[src/rtl/scr1_tcm_arb_pkg.sv]
// Shared types for the TCM arbiter: scr1 memory-interface enums, grant encoding and byte-enable helper.
package scr1_tcm_arb_pkg;

    localparam int SCR1_IMEM_AWIDTH = 32;
    localparam int SCR1_IMEM_DWIDTH = 32;
    localparam int SCR1_DMEM_AWIDTH = 32;
    localparam int SCR1_DMEM_DWIDTH = 32;
    localparam int SCR1_TCM_BE_W    = 4;

    typedef enum logic {
        SCR1_MEM_CMD_RD = 1'b0,
        SCR1_MEM_CMD_WR = 1'b1
    } type_scr1_mem_cmd_e;

    typedef enum logic [1:0] {
        SCR1_MEM_WIDTH_BYTE  = 2'b00,
        SCR1_MEM_WIDTH_HWORD = 2'b01,
        SCR1_MEM_WIDTH_WORD  = 2'b10
    } type_scr1_mem_width_e;

    typedef enum logic [1:0] {
        SCR1_MEM_RESP_NOTRDY = 2'b00,
        SCR1_MEM_RESP_RDY_OK = 2'b01,
        SCR1_MEM_RESP_RDY_ER = 2'b10
    } type_scr1_mem_resp_e;

    typedef enum logic [1:0] {
        GRANT_NONE = 2'b00,
        GRANT_IMEM = 2'b01,
        GRANT_DMEM = 2'b10
    } type_scr1_tcm_grant_e;

    // SRAM word-address width; a 4-byte TCM still needs a one-bit port.
    function automatic int scr1_tcm_mem_aw(input logic [31:0] size);
        return ($clog2(size) > 2) ? $clog2(size) - 2 : 1;
    endfunction

    function automatic logic [SCR1_TCM_BE_W-1:0] scr1_tcm_be(input type_scr1_mem_width_e width,
                                                           input logic [1:0]           offset);
        case (width)
            SCR1_MEM_WIDTH_BYTE:  return 4'b0001 << offset;
            SCR1_MEM_WIDTH_HWORD: return 4'b0011 << offset;
            default:              return 4'b1111;
        endcase
    endfunction

endpackage

[src/rtl/scr1_tcm_arb_if.sv]
// Core imem/dmem request buses plus the single-port SRAM port, as seen by the TCM arbiter.
interface scr1_tcm_arb_if
    import scr1_tcm_arb_pkg::*;
#(
    parameter logic [31:0] SCR1_TCM_SIZE = 32'h00010000
);
    localparam int MEM_AW = scr1_tcm_mem_aw(SCR1_TCM_SIZE);

    logic                          imem_req;
    type_scr1_mem_cmd_e            imem_cmd;
    logic [SCR1_IMEM_AWIDTH-1:0]   imem_addr;
    logic                          imem_req_ack;
    logic [SCR1_IMEM_DWIDTH-1:0]   imem_rdata;
    type_scr1_mem_resp_e           imem_resp;

    logic                          dmem_req;
    type_scr1_mem_cmd_e            dmem_cmd;
    type_scr1_mem_width_e          dmem_width;
    logic [SCR1_DMEM_AWIDTH-1:0]   dmem_addr;
    logic [SCR1_DMEM_DWIDTH-1:0]   dmem_wdata;
    logic                          dmem_req_ack;
    logic [SCR1_DMEM_DWIDTH-1:0]   dmem_rdata;
    type_scr1_mem_resp_e           dmem_resp;

    logic                          mem_req;
    logic                          mem_we;
    logic [SCR1_TCM_BE_W-1:0]      mem_be;
    logic [MEM_AW-1:0]             mem_addr;
    logic [31:0]                   mem_wdata;
    logic [31:0]                   mem_rdata;

    // Environment side: core requesters and the SRAM macro.
    modport master (
        output imem_req, imem_cmd, imem_addr,
        input  imem_req_ack, imem_rdata, imem_resp,
        output dmem_req, dmem_cmd, dmem_width, dmem_addr, dmem_wdata,
        input  dmem_req_ack, dmem_rdata, dmem_resp,
        input  mem_req, mem_we, mem_be, mem_addr, mem_wdata,
        output mem_rdata
    );

    modport slave (
        input  imem_req, imem_cmd, imem_addr,
        output imem_req_ack, imem_rdata, imem_resp,
        input  dmem_req, dmem_cmd, dmem_width, dmem_addr, dmem_wdata,
        output dmem_req_ack, dmem_rdata, dmem_resp,
        output mem_req, mem_we, mem_be, mem_addr, mem_wdata,
        input  mem_rdata
    );

endinterface

[src/rtl/scr1_tcm_arb_lane.sv]
// Per-requester response lane: registers the grant outcome and aligns SRAM read data one cycle later.
module scr1_tcm_arb_lane
    import scr1_tcm_arb_pkg::*;
(
    input  logic                        clk,
    input  logic                        rst_n,
    input  logic                        grant,
    input  logic                        err,
    input  logic                        wr,
    input  logic [1:0]                  offset,
    input  logic [31:0]                 mem_rdata,
    output type_scr1_mem_resp_e         resp,
    output logic [SCR1_DMEM_DWIDTH-1:0] rdata
);

    type_scr1_mem_resp_e resp_q;
    logic                rd_pend;
    logic [1:0]          off_q;

    // NOTE: sequential state uses <= so every flop samples pre-edge values regardless of statement order.
    always_ff @(posedge clk) begin
        if (!rst_n) begin
            resp_q  <= SCR1_MEM_RESP_NOTRDY;
            rd_pend <= 1'b0;
            off_q   <= 2'b00;
        end else begin
            resp_q  <= SCR1_MEM_RESP_NOTRDY;
            rd_pend <= 1'b0;
            if (grant) begin
                resp_q  <= err ? SCR1_MEM_RESP_RDY_ER : SCR1_MEM_RESP_RDY_OK;
                rd_pend <= !err && !wr;
                off_q   <= offset;
            end
        end
    end

    // A response due while rst_n is low is suppressed immediately, not one edge later.
    assign resp  = rst_n ? resp_q : SCR1_MEM_RESP_NOTRDY;
    assign rdata = (rst_n && rd_pend) ? (mem_rdata >> {off_q, 3'b000}) : '0;

endmodule

[src/rtl/scr1_tcm_arb.sv]
// Arbiter sharing one 1-cycle single-port TCM between imem and dmem; dmem has fixed priority.
// Define SCR1_TCM_ARB_STARVE_EN to force an imem win after STARVE_LIMIT consecutive losses.
module scr1_tcm_arb
    import scr1_tcm_arb_pkg::*;
#(
    parameter logic [31:0] SCR1_TCM_SIZE = 32'h00010000,
    parameter logic [31:0] SCR1_TCM_BASE = 32'h00480000,
    parameter int          STARVE_LIMIT  = 4
)(
    input  logic            clk,
    input  logic            rst_n,
    scr1_tcm_arb_if.slave   bus
);

    localparam int MEM_AW = scr1_tcm_mem_aw(SCR1_TCM_SIZE);

    if (STARVE_LIMIT < 1 || STARVE_LIMIT > 15) begin : g_bad_starve_limit
        $error("scr1_tcm_arb: STARVE_LIMIT must be in 1..15");
    end

    type_scr1_tcm_grant_e  grant;
    logic                  imem_v;
    logic                  dmem_v;
    logic                  force_imem;
    type_scr1_mem_cmd_e    sel_cmd;
    type_scr1_mem_width_e  sel_width;
    logic [31:0]           sel_addr;
    logic [31:0]           sel_wdata;
    logic [31:0]           off;
    logic                  misal;
    logic                  err;
    logic                  access;

    assign imem_v = rst_n && bus.imem_req;
    assign dmem_v = rst_n && bus.dmem_req;

`ifdef SCR1_TCM_ARB_STARVE_EN
    logic [3:0] starve_cnt;

    assign force_imem = (starve_cnt == 4'(STARVE_LIMIT));

    always_ff @(posedge clk) begin
        if (!rst_n || !imem_v || grant == GRANT_IMEM) starve_cnt <= 4'd0;
        else                                          starve_cnt <= starve_cnt + 4'd1;
    end
`else
    assign force_imem = 1'b0;
`endif

    // NOTE: every always_comb output gets a default first so no path leaves it unassigned (no latch).
    always_comb begin
        grant = GRANT_NONE;
        if (dmem_v && !(imem_v && force_imem)) grant = GRANT_DMEM;
        else if (imem_v)                       grant = GRANT_IMEM;
    end

    // imem fetches are always full words and carry no write data.
    always_comb begin
        sel_cmd   = SCR1_MEM_CMD_RD;
        sel_width = SCR1_MEM_WIDTH_WORD;
        sel_addr  = '0;
        sel_wdata = '0;
        case (grant)
            GRANT_IMEM: begin
                sel_cmd  = bus.imem_cmd;
                sel_addr = bus.imem_addr;
            end
            GRANT_DMEM: begin
                sel_cmd   = bus.dmem_cmd;
                sel_width = bus.dmem_width;
                sel_addr  = bus.dmem_addr;
                sel_wdata = bus.dmem_wdata;
            end
            default: ;
        endcase
    end

    // Base is size-aligned, so the low offset bits equal the low address bits.
    assign off = sel_addr - SCR1_TCM_BASE;

    always_comb begin
        misal = 1'b0;
        case (sel_width)
            SCR1_MEM_WIDTH_HWORD: misal = off[0];
            SCR1_MEM_WIDTH_WORD:  misal = |off[1:0];
            default:              misal = 1'b0;
        endcase
    end

    assign err    = (off >= SCR1_TCM_SIZE) || misal ||
                    (grant == GRANT_IMEM && sel_cmd == SCR1_MEM_CMD_WR);
    assign access = (grant != GRANT_NONE) && !err;

    assign bus.imem_req_ack = (grant == GRANT_IMEM);
    assign bus.dmem_req_ack = (grant == GRANT_DMEM);

    assign bus.mem_req   = access;
    assign bus.mem_we    = access && (sel_cmd == SCR1_MEM_CMD_WR);
    assign bus.mem_be    = access ? scr1_tcm_be(sel_width, off[1:0]) : '0;
    assign bus.mem_addr  = MEM_AW'(off >> 2);
    assign bus.mem_wdata = sel_wdata << {off[1:0], 3'b000};

    scr1_tcm_arb_lane u_imem_lane (
        .clk       (clk),
        .rst_n     (rst_n),
        .grant     (grant == GRANT_IMEM),
        .err       (err),
        .wr        (sel_cmd == SCR1_MEM_CMD_WR),
        .offset    (off[1:0]),
        .mem_rdata (bus.mem_rdata),
        .resp      (bus.imem_resp),
        .rdata     (bus.imem_rdata)
    );

    scr1_tcm_arb_lane u_dmem_lane (
        .clk       (clk),
        .rst_n     (rst_n),
        .grant     (grant == GRANT_DMEM),
        .err       (err),
        .wr        (sel_cmd == SCR1_MEM_CMD_WR),
        .offset    (off[1:0]),
        .mem_rdata (bus.mem_rdata),
        .resp      (bus.dmem_resp),
        .rdata     (bus.dmem_rdata)
    );

endmodule

[src/flat_wrapper.sv]
// flat-port wrapper written by rule: the top's interface ports become plain ports
module scr1_tcm_arb_flat import scr1_tcm_arb_pkg::*;
#(
    parameter logic [31:0] SCR1_TCM_SIZE = 32'h00010000,
    parameter logic [31:0] SCR1_TCM_BASE = 32'h00480000,
    parameter int          STARVE_LIMIT  = 4
)
  (clk, rst_n, bus_imem_req, bus_imem_cmd, bus_imem_addr, bus_imem_req_ack, bus_imem_rdata, bus_imem_resp, bus_dmem_req, bus_dmem_cmd, bus_dmem_width, bus_dmem_addr, bus_dmem_wdata, bus_dmem_req_ack, bus_dmem_rdata, bus_dmem_resp, bus_mem_req, bus_mem_we, bus_mem_be, bus_mem_addr, bus_mem_wdata, bus_mem_rdata);
  scr1_tcm_arb_if #(.SCR1_TCM_SIZE(SCR1_TCM_SIZE)) bus_i ();
  input  logic clk;
  input  logic rst_n;
  input wire logic [$bits(bus_i.imem_req)-1:0] bus_imem_req;
  input wire logic [$bits(bus_i.imem_cmd)-1:0] bus_imem_cmd;
  input wire logic [$bits(bus_i.imem_addr)-1:0] bus_imem_addr;
  output wire logic [$bits(bus_i.imem_req_ack)-1:0] bus_imem_req_ack;
  output wire logic [$bits(bus_i.imem_rdata)-1:0] bus_imem_rdata;
  output wire logic [$bits(bus_i.imem_resp)-1:0] bus_imem_resp;
  input wire logic [$bits(bus_i.dmem_req)-1:0] bus_dmem_req;
  input wire logic [$bits(bus_i.dmem_cmd)-1:0] bus_dmem_cmd;
  input wire logic [$bits(bus_i.dmem_width)-1:0] bus_dmem_width;
  input wire logic [$bits(bus_i.dmem_addr)-1:0] bus_dmem_addr;
  input wire logic [$bits(bus_i.dmem_wdata)-1:0] bus_dmem_wdata;
  output wire logic [$bits(bus_i.dmem_req_ack)-1:0] bus_dmem_req_ack;
  output wire logic [$bits(bus_i.dmem_rdata)-1:0] bus_dmem_rdata;
  output wire logic [$bits(bus_i.dmem_resp)-1:0] bus_dmem_resp;
  output wire logic [$bits(bus_i.mem_req)-1:0] bus_mem_req;
  output wire logic [$bits(bus_i.mem_we)-1:0] bus_mem_we;
  output wire logic [$bits(bus_i.mem_be)-1:0] bus_mem_be;
  output wire logic [$bits(bus_i.mem_addr)-1:0] bus_mem_addr;
  output wire logic [$bits(bus_i.mem_wdata)-1:0] bus_mem_wdata;
  input wire logic [$bits(bus_i.mem_rdata)-1:0] bus_mem_rdata;
  assign bus_i.imem_req = bus_imem_req;
  assign bus_i.imem_cmd = bus_imem_cmd;
  assign bus_i.imem_addr = bus_imem_addr;
  assign bus_imem_req_ack = bus_i.imem_req_ack;
  assign bus_imem_rdata = bus_i.imem_rdata;
  assign bus_imem_resp = bus_i.imem_resp;
  assign bus_i.dmem_req = bus_dmem_req;
  assign bus_i.dmem_cmd = bus_dmem_cmd;
  assign bus_i.dmem_width = bus_dmem_width;
  assign bus_i.dmem_addr = bus_dmem_addr;
  assign bus_i.dmem_wdata = bus_dmem_wdata;
  assign bus_dmem_req_ack = bus_i.dmem_req_ack;
  assign bus_dmem_rdata = bus_i.dmem_rdata;
  assign bus_dmem_resp = bus_i.dmem_resp;
  assign bus_mem_req = bus_i.mem_req;
  assign bus_mem_we = bus_i.mem_we;
  assign bus_mem_be = bus_i.mem_be;
  assign bus_mem_addr = bus_i.mem_addr;
  assign bus_mem_wdata = bus_i.mem_wdata;
  assign bus_i.mem_rdata = bus_mem_rdata;
  scr1_tcm_arb #(.SCR1_TCM_SIZE(SCR1_TCM_SIZE), .SCR1_TCM_BASE(SCR1_TCM_BASE), .STARVE_LIMIT(STARVE_LIMIT)) u_core (.clk(clk), .rst_n(rst_n), .bus(bus_i));
endmodule
[config.mk]
export PLATFORM = sky130hd
export DESIGN_NAME = scr1_tcm_arb_flat
export DESIGN_NICKNAME = d
export VERILOG_FILES = /design/src/rtl/scr1_tcm_arb_pkg.sv /design/src/rtl/scr1_tcm_arb_if.sv /design/src/rtl/scr1_tcm_arb_lane.sv /design/src/rtl/scr1_tcm_arb.sv /design/src/flat_wrapper.sv
export SDC_FILE = /design/constraint.sdc
export NUM_CORES = 1
export LEC_CHECK = 0
export BUFFER_PORTS_ARGS = -buffer_cell sky130_fd_sc_hd__buf_4
export CORE_MARGIN = 10
export CORE_UTILIZATION = 42
export CTS_BUF_LIST = sky130_fd_sc_hd__clkbuf_8 sky130_fd_sc_hd__clkbuf_16
export DETAILED_ROUTE_END_ITERATION = 7
export GPL_TIMING_DRIVEN = 0
export PLACE_DENSITY = 0.95
export SLEW_MARGIN = 20
export SYNTH_ARGS = -nofsm -noshare
export SYNTH_HDL_FRONTEND = slang
export SYNTH_SLANG_ARGS = --single-unit
[constraint.sdc]
create_clock -name clk -period 4.1 [get_ports clk]
set_input_delay 0 -clock clk [delete_from_list [all_inputs] [get_ports clk]]
set_output_delay 0 -clock clk [all_outputs]
set_load 0.1 [all_outputs]
==> reports/metrics.yaml, run 1 <==
cp_slowest_cell: "buf_4"
h-tree-depth: 1
drt_first_pass_iters: 5
clock-root-buffer: "clkbuf_8"
clk_pin_slew_ps: 60
synth_warnings: 0
hold_slack_ps: 58.5
grt_max_degree: 11
vias: 4728
period_share: 0.679
post_dp_cell_area_um2: 4990
hold-path-cell-count: 3
syn-num-nets: 590
seq_area_frac_synth: 0.0681
cp.depth: 13
cts_inserted_buffers: 3
yosysTopAreaCellShare: 0.140
initial_core_util: 0.432
period_needed_ps: 2780
ys_top_cells_by_area: "mux2i_1 (14%), and2_1 (8.9%), nand2_1 (8.9%)"
dp_cells: 804
fmax_ghz: 0.359
hold_buffers: 1
dieWidth_um: 104
synth_edf_count: 0
nets: 853
path_buf_inv: 5
leakage_nw: 2.50
netlist_area_um2: 2940
n_fill_cell: 533
ys_types: 51
relSlewSlack: 0.476
gp_congestion: 0.918
drt.antenna.violating_nets: 0
grt_pass1_vias: 4767
endpoint_kind: "output pin"
grt_pass1_wl_um: 25300
cpMostUsedCell: "buf_4"
ir_drop_uv: 133
start_kind: "input pin"
fp-row-count: 30
tns_ps: 0
p_total_mw: 0.870
drtIter0Drc: 387
postSynthAreaPerCell_um2: 6.51
die_area_um2: 10700
layout_setup_ws_ps: 1320
status: "finished clean"
postCtsSetupRepairBufs: 0
fin_cells: 809
final_layout_size_suffix_gt1_frac: 0.438
drc: 0
grt.overflow.total: 0
setup_viol: 0
cts_resized: 0
tightestPinTransition_ps: 786
pre_cts_slack_ps: 1370
slowest_delay_ps: 350
r2r_slack_ps: 2710
cts_tree: "yes"
antenna_found_initial: 0
numClockSinks: 10
synth-seq-cells: 10
p_per_area_nw_per_um2: 172
routed_wl_um: 16300
async_reset_ff_frac: 0
core_area_um2: 6790
max_cap_violations: 0
critical_path.max_fanout: 10
stdcell_area_um2: 5050
hp-class: "input pin to flip-flop"
ys.flop_type: "dfxtp_1"
hold_violations: 0
io_buffers: 257
fin_skew_ps: 0
yosysTopAreaCell: "mux2i_1"
synthCells: 451
post-route-util: 0.744
reg2reg_depth: 4
io_pins: 258
via_per_inst: 5.84
path_cells: "buf_4, buf_4, nand2_1, inv_2, a32oi_1, ha_1, a32oi_1, nor3_1, and3_1, o2111ai_2, buf_6, a21oi_1, buf_4"
wl_per_cell_um: 20.2
grt_usage: 0.277
worst-setup-path-type: "input pin to output pin"
crit_arrival_ps: 2780
grt_setup_unrepaired: "no"
critPathTopFamily: "buffers and inverters"
antennaDiodeCount: 0
cts_buffer_depth: 2
critPathRequiredTime_ps: 4100
area_growth_pct: 72.0
drv_slew: 0
die_y_um: 104
clk_latency_ps: 250
hpwlAfterDp_um: 13500
[final cells by class]
type | count | area (um2) | area share
inverter | 6 | 22.5 | 0.00446
timing repair buffer | 258 | 1940 | 0.384
multi-input combinational | 384 | 2440 | 0.484
tap | 96 | 120 | 0.0238
buffer | 51 | 270 | 0.0535
clock buffer | 4 | 55.1 | 0.0109
sequential | 10 | 200 | 0.0396
[routing by layer]
layer  vias up  share of wire  global-route usage
met3        64           0.12              0.0892
met1      2131           0.35               0.294
met4         0          0.038              0.0938
met5         -              0                   0
met2       404           0.49               0.500
li1       2129              -                   -
[tightest hold or removal path: stages]
cell	delay [ps]
buf_4	110
nand2_1	70
a21boi_0	80
[final timing paths]
path,startpoint,to
max,bus_dmem_req,bus_mem_be[0]
min,bus_imem_addr[1],u_core.u_imem_lane.off_q[1]$_SDFFE_PN0N_
max reg2reg,u_core.u_imem_lane.off_q[0]$_SDFFE_PN0N_,u_core.u_imem_lane.off_q[0]$_SDFFE_PN0N_
min reg2reg,u_core.u_imem_lane.off_q[1]$_SDFFE_PN0N_,u_core.u_imem_lane.off_q[1]$_SDFFE_PN0N_
[layout by cell type (no fill, tap or decap), types with 11 or more instances in the layout]
master,netlist,routed
mux2_2,16,16
mux2i_1,41,41
a221oi_1,16,16
a21oi_1,29,29
clkbuf_1,25,25
o22ai_1,18,18
buf_4,17,274
nor2_1,53,53
nand2_1,70,70
o21ai_0,13,13
and2_1,42,42
a22oi_1,11,11
[report_power, final]
group          internal, mW  leakage (nW)  total (mW)  switching, mW
clock network        0.0851        0.0288       0.133         0.0477
registers             0.100        0.0816       0.102        0.00141
logic                 0.217          2.39       0.636          0.419
[flip-flops by register name, indices dropped and copies added (netlist names)]
register,count
u_core.u_dmem_lane.rd_pend,1
u_core.u_dmem_lane.resp_q,2
u_core.u_dmem_lane.off_q,2
u_core.u_imem_lane.off_q,2
u_core.u_imem_lane.resp_q,2
u_core.u_imem_lane.rd_pend,1
[cells in the mapped netlist, types with 7 or more instances]
cell	number
o21ai_0	13
and2_1	42
buf_4	17
nand2_1	70
a22oi_1	11
nor2_1	53
a21boi_0	7
dfxtp_1	10
mux2_2	16
a221oi_1	16
mux2i_1	41
o22ai_1	18
clkbuf_1	25
a21oi_1	29
a211oi_1	8
[logic make-up after synthesis]
family | Yosys count | share of synthesized area
flip-flops | 10 | 0.0681
AO/OA/AOI/OAI | 124 | 0.292
adder cells (fa/ha/maj) | 3 | 0.0128
buffers and inverters | 57 | 0.0997
XOR/XNOR | 2 | 0.00596
AND/OR/NAND/NOR | 198 | 0.320
multiplexers | 57 | 0.201
No activity file was read; power rests on OpenSTA's default activity.
==> inputs of run 2 (changes only) <==
Settings changed: ABC_AREA set to 1, CORE_UTILIZATION 42 to 36, PLACE_DENSITY 0.95 to 0.87.
Clock period 4.1 ns to 2.5 ns, I/O delays scaled along.
==> run 2 against run 1 <==
Cell count is 19% higher. Synthesized cell count grew 33%. Total power up 71%. Utilization shrank 6.5 points. Cell area increased by 5.3%. Highest routed layer unchanged.
==> reports/metrics.yaml, run 2 <==
grt.overflow.total: 0
endpoint_kind: "output pin"
fp-row-count: 32
hpwlAfterDp_um: 14500
async_reset_ff_frac: 0
min_to: "u_core.u_dmem_lane.off_q[0]$_SDFFE_PN0N_"
die_area_um2: 12200
clk_pin_slew_ps: 40
dieWidth_um: 110
clock-root-buffer: "clkbuf_8"
drt.antenna.violating_nets: 0
drtIter0Drc: 412
die_y_um: 110
routed_wl_um: 17300
r2r_slack_ps: 1110
synth_warnings: 0
nets: 1003
critPathTopFamily: "simple AND/OR/NAND/NOR gates"
hp-class: "input pin to flip-flop"
ys_types: 34
setup_viol: 0
multi_input_area_um2: 2460
cp_slowest_cell: "ha_1"
drc: 0
yosysTopAreaCell: "nand2_1"
pre_cts_slack_ps: 1.58
slowest_delay_ps: 270
grt_usage: 0.258
io_buffers: 256
ys_top_cells_by_area: "nand2_1 (22%), nor2_1 (18%), o32ai_1 (9.5%)"
wl_per_cell_um: 17.9
seq_area_frac_synth: 0.0679
vias: 5215
critical_path.max_fanout: 10
core_area_um2: 7850
syn-num-nets: 738
fin_cells: 965
cts_tree: "yes"
n_fill_cell: 703
yosysTopAreaCellShare: 0.222
timing.rr.end: "u_core.u_imem_lane.off_q[0]$_SDFFE_PN0N_"
postSynthAreaPerCell_um2: 4.92
numClockSinks: 10
antenna_found_initial: 0
hold_buffers: 0
p_per_area_nw_per_um2: 279
initial_core_util: 0.376
grt_setup_unrepaired: "no"
h-tree-depth: 1
area_growth_pct: 80.6
grt_max_degree: 11
path_buf_inv: 4
synthCells: 599
crit_arrival_ps: 2330
grt_pass1_vias: 5153
drv_slew: 0
leakage_nw: 2.96
hold-path-cell-count: 3
grt_pass1_wl_um: 27000
dp_cells: 957
gp_congestion: 0.958
ir_drop_uv: 330
fmax_ghz: 0.429
path_cells: "buf_4, buf_4, nand2_2, nor2_4, nand2_1, nand2_2, inv_2, ha_1, nand3_1, nor2_1, nand2_1, nor2_1, nand2_1, nor2_1, nand3_1, nor2_4, nand2_4, nor2_4, buf_8"
fin_skew_ps: 0
stdcell_area_um2: 5320
cts_buffer_depth: 2
synth_edf_count: 0
cts_inserted_buffers: 3
critPathRequiredTime_ps: 2500
ys.flop_type: "dfxtp_1"
synth_common_cells: "nand2_1 (174), nor2_1 (144), inv_1 (50)"
via_per_inst: 5.40
synth.most_common_cell: "nand2_1"
io_pins: 258
synth-seq-cells: 10
seqCellArea_um2: 200
final_cell_mix: "buf_4 (272), nand2_1 (174), nor2_1 (144)"
hold_violations: 0
clk_latency_ps: 240
drt_first_pass_iters: 5
reg2reg_depth: 4
status: "finished clean"
final_layout_size_suffix_gt1_frac: 0.400
netlist_area_um2: 2950
hp-start: "bus_dmem_addr[0]"
max_cap_violations: 0
period_needed_ps: 2330
timing.rr.start: "u_core.u_imem_lane.off_q[0]$_SDFFE_PN0N_"
layout_commonest_cell: "buf_4"
startpoint: "rst_n"
worst-setup-path-type: "input pin to output pin"
relSlewSlack: 0.524
start_kind: "input pin"
period_share: 0.933
layout_setup_ws_ps: 166
antennaDiodeCount: 0
post_dp_cell_area_um2: 5200
tightestPinTransition_ps: 714
-- run 2: changes by cell type after synthesis, moves of 11 or more --
cell      delta
o32ai_1     +32
and2_1      -42
mux2i_1     -41
inv_1       +45
nand2_2     +11
nand2_1    +104
nor2_1      +91
o21ai_0     +30
mux2_2      -16
a21oi_1     -15
a221oi_1    -16
-- run 2: cell families (layout without fill, tap and decap cells) --
logic type,count (synthesis),after routing,synth area share
AND/OR/NAND/NOR,370,371,0.514
AO/OA/AOI/OAI,109,109,0.238
flip-flops,10,10,0.0679
buffers and inverters,107,370,0.167
adder cells (fa/ha/maj),3,3,0.0127
-- run 2: per-layer routing --
layer	track usage	up-vias	share of wire
li1	-	2461	-
met1	0.280	2321	0.36
met2	0.454	377	0.49
met3	0.0724	56	0.11
met4	0.111	0	0.044
met5	0	-	0
-- run 2: worst max path at each step --
stage	cells past startpoint	slack, ps	endpoint
floorplan	5	-710	bus_imem_rdata[2]
detailed placement	17	2	bus_mem_be[2]
global placement	17	50	bus_mem_be[2]
global route	19	9	bus_mem_be[2]
finish	19	170	bus_mem_be[2]
CTS	17	4	bus_mem_be[2]
-- run 2: area by class of cell --
| type | count | area share |
|---|---|---|
| tap | 102 | 0.0240 |
| inverter | 54 | 0.0386 |
| clock buffer | 4 | 0.0103 |
| multi-input combinational | 483 | 0.463 |
| timing repair buffer | 260 | 0.372 |
| sequential | 10 | 0.0376 |
| buffer | 52 | 0.0541 |
-- run 2: power by group --
group	internal (mW)	switching [mW]	leakage (nW)	total (mW)
Clock	0.138	0.0625	0.0288	0.201
Sequential	0.164	0.00171	0.0815	0.166
Combinational	0.340	0.778	2.85	1.12
Total	0.643	0.842	2.96	1.48
-- run 2: per-stage QoR --
stage               TNS, ps   util  hold slack [ps]  power, mW
finish                    0  0.678             30.2       1.48
global route              0  0.678             38.0       1.57
floorplan             -6660      -              131      0.911
CTS                       0  0.669             25.0       1.48
global placement          0  0.662              256       1.26
detailed placement        0  0.662              266       1.27
-- run 2: timing repair --
action,4_1_cts,5_1_grt
setup buffers,0,4
endpoints found under the setup margin,0,6
resized for setup,0,10
-- run 2: worst min-delay path, cell delays in order --
cell and delay (ps):
buf_4 80, nand2_1 80, o21ai_0 80
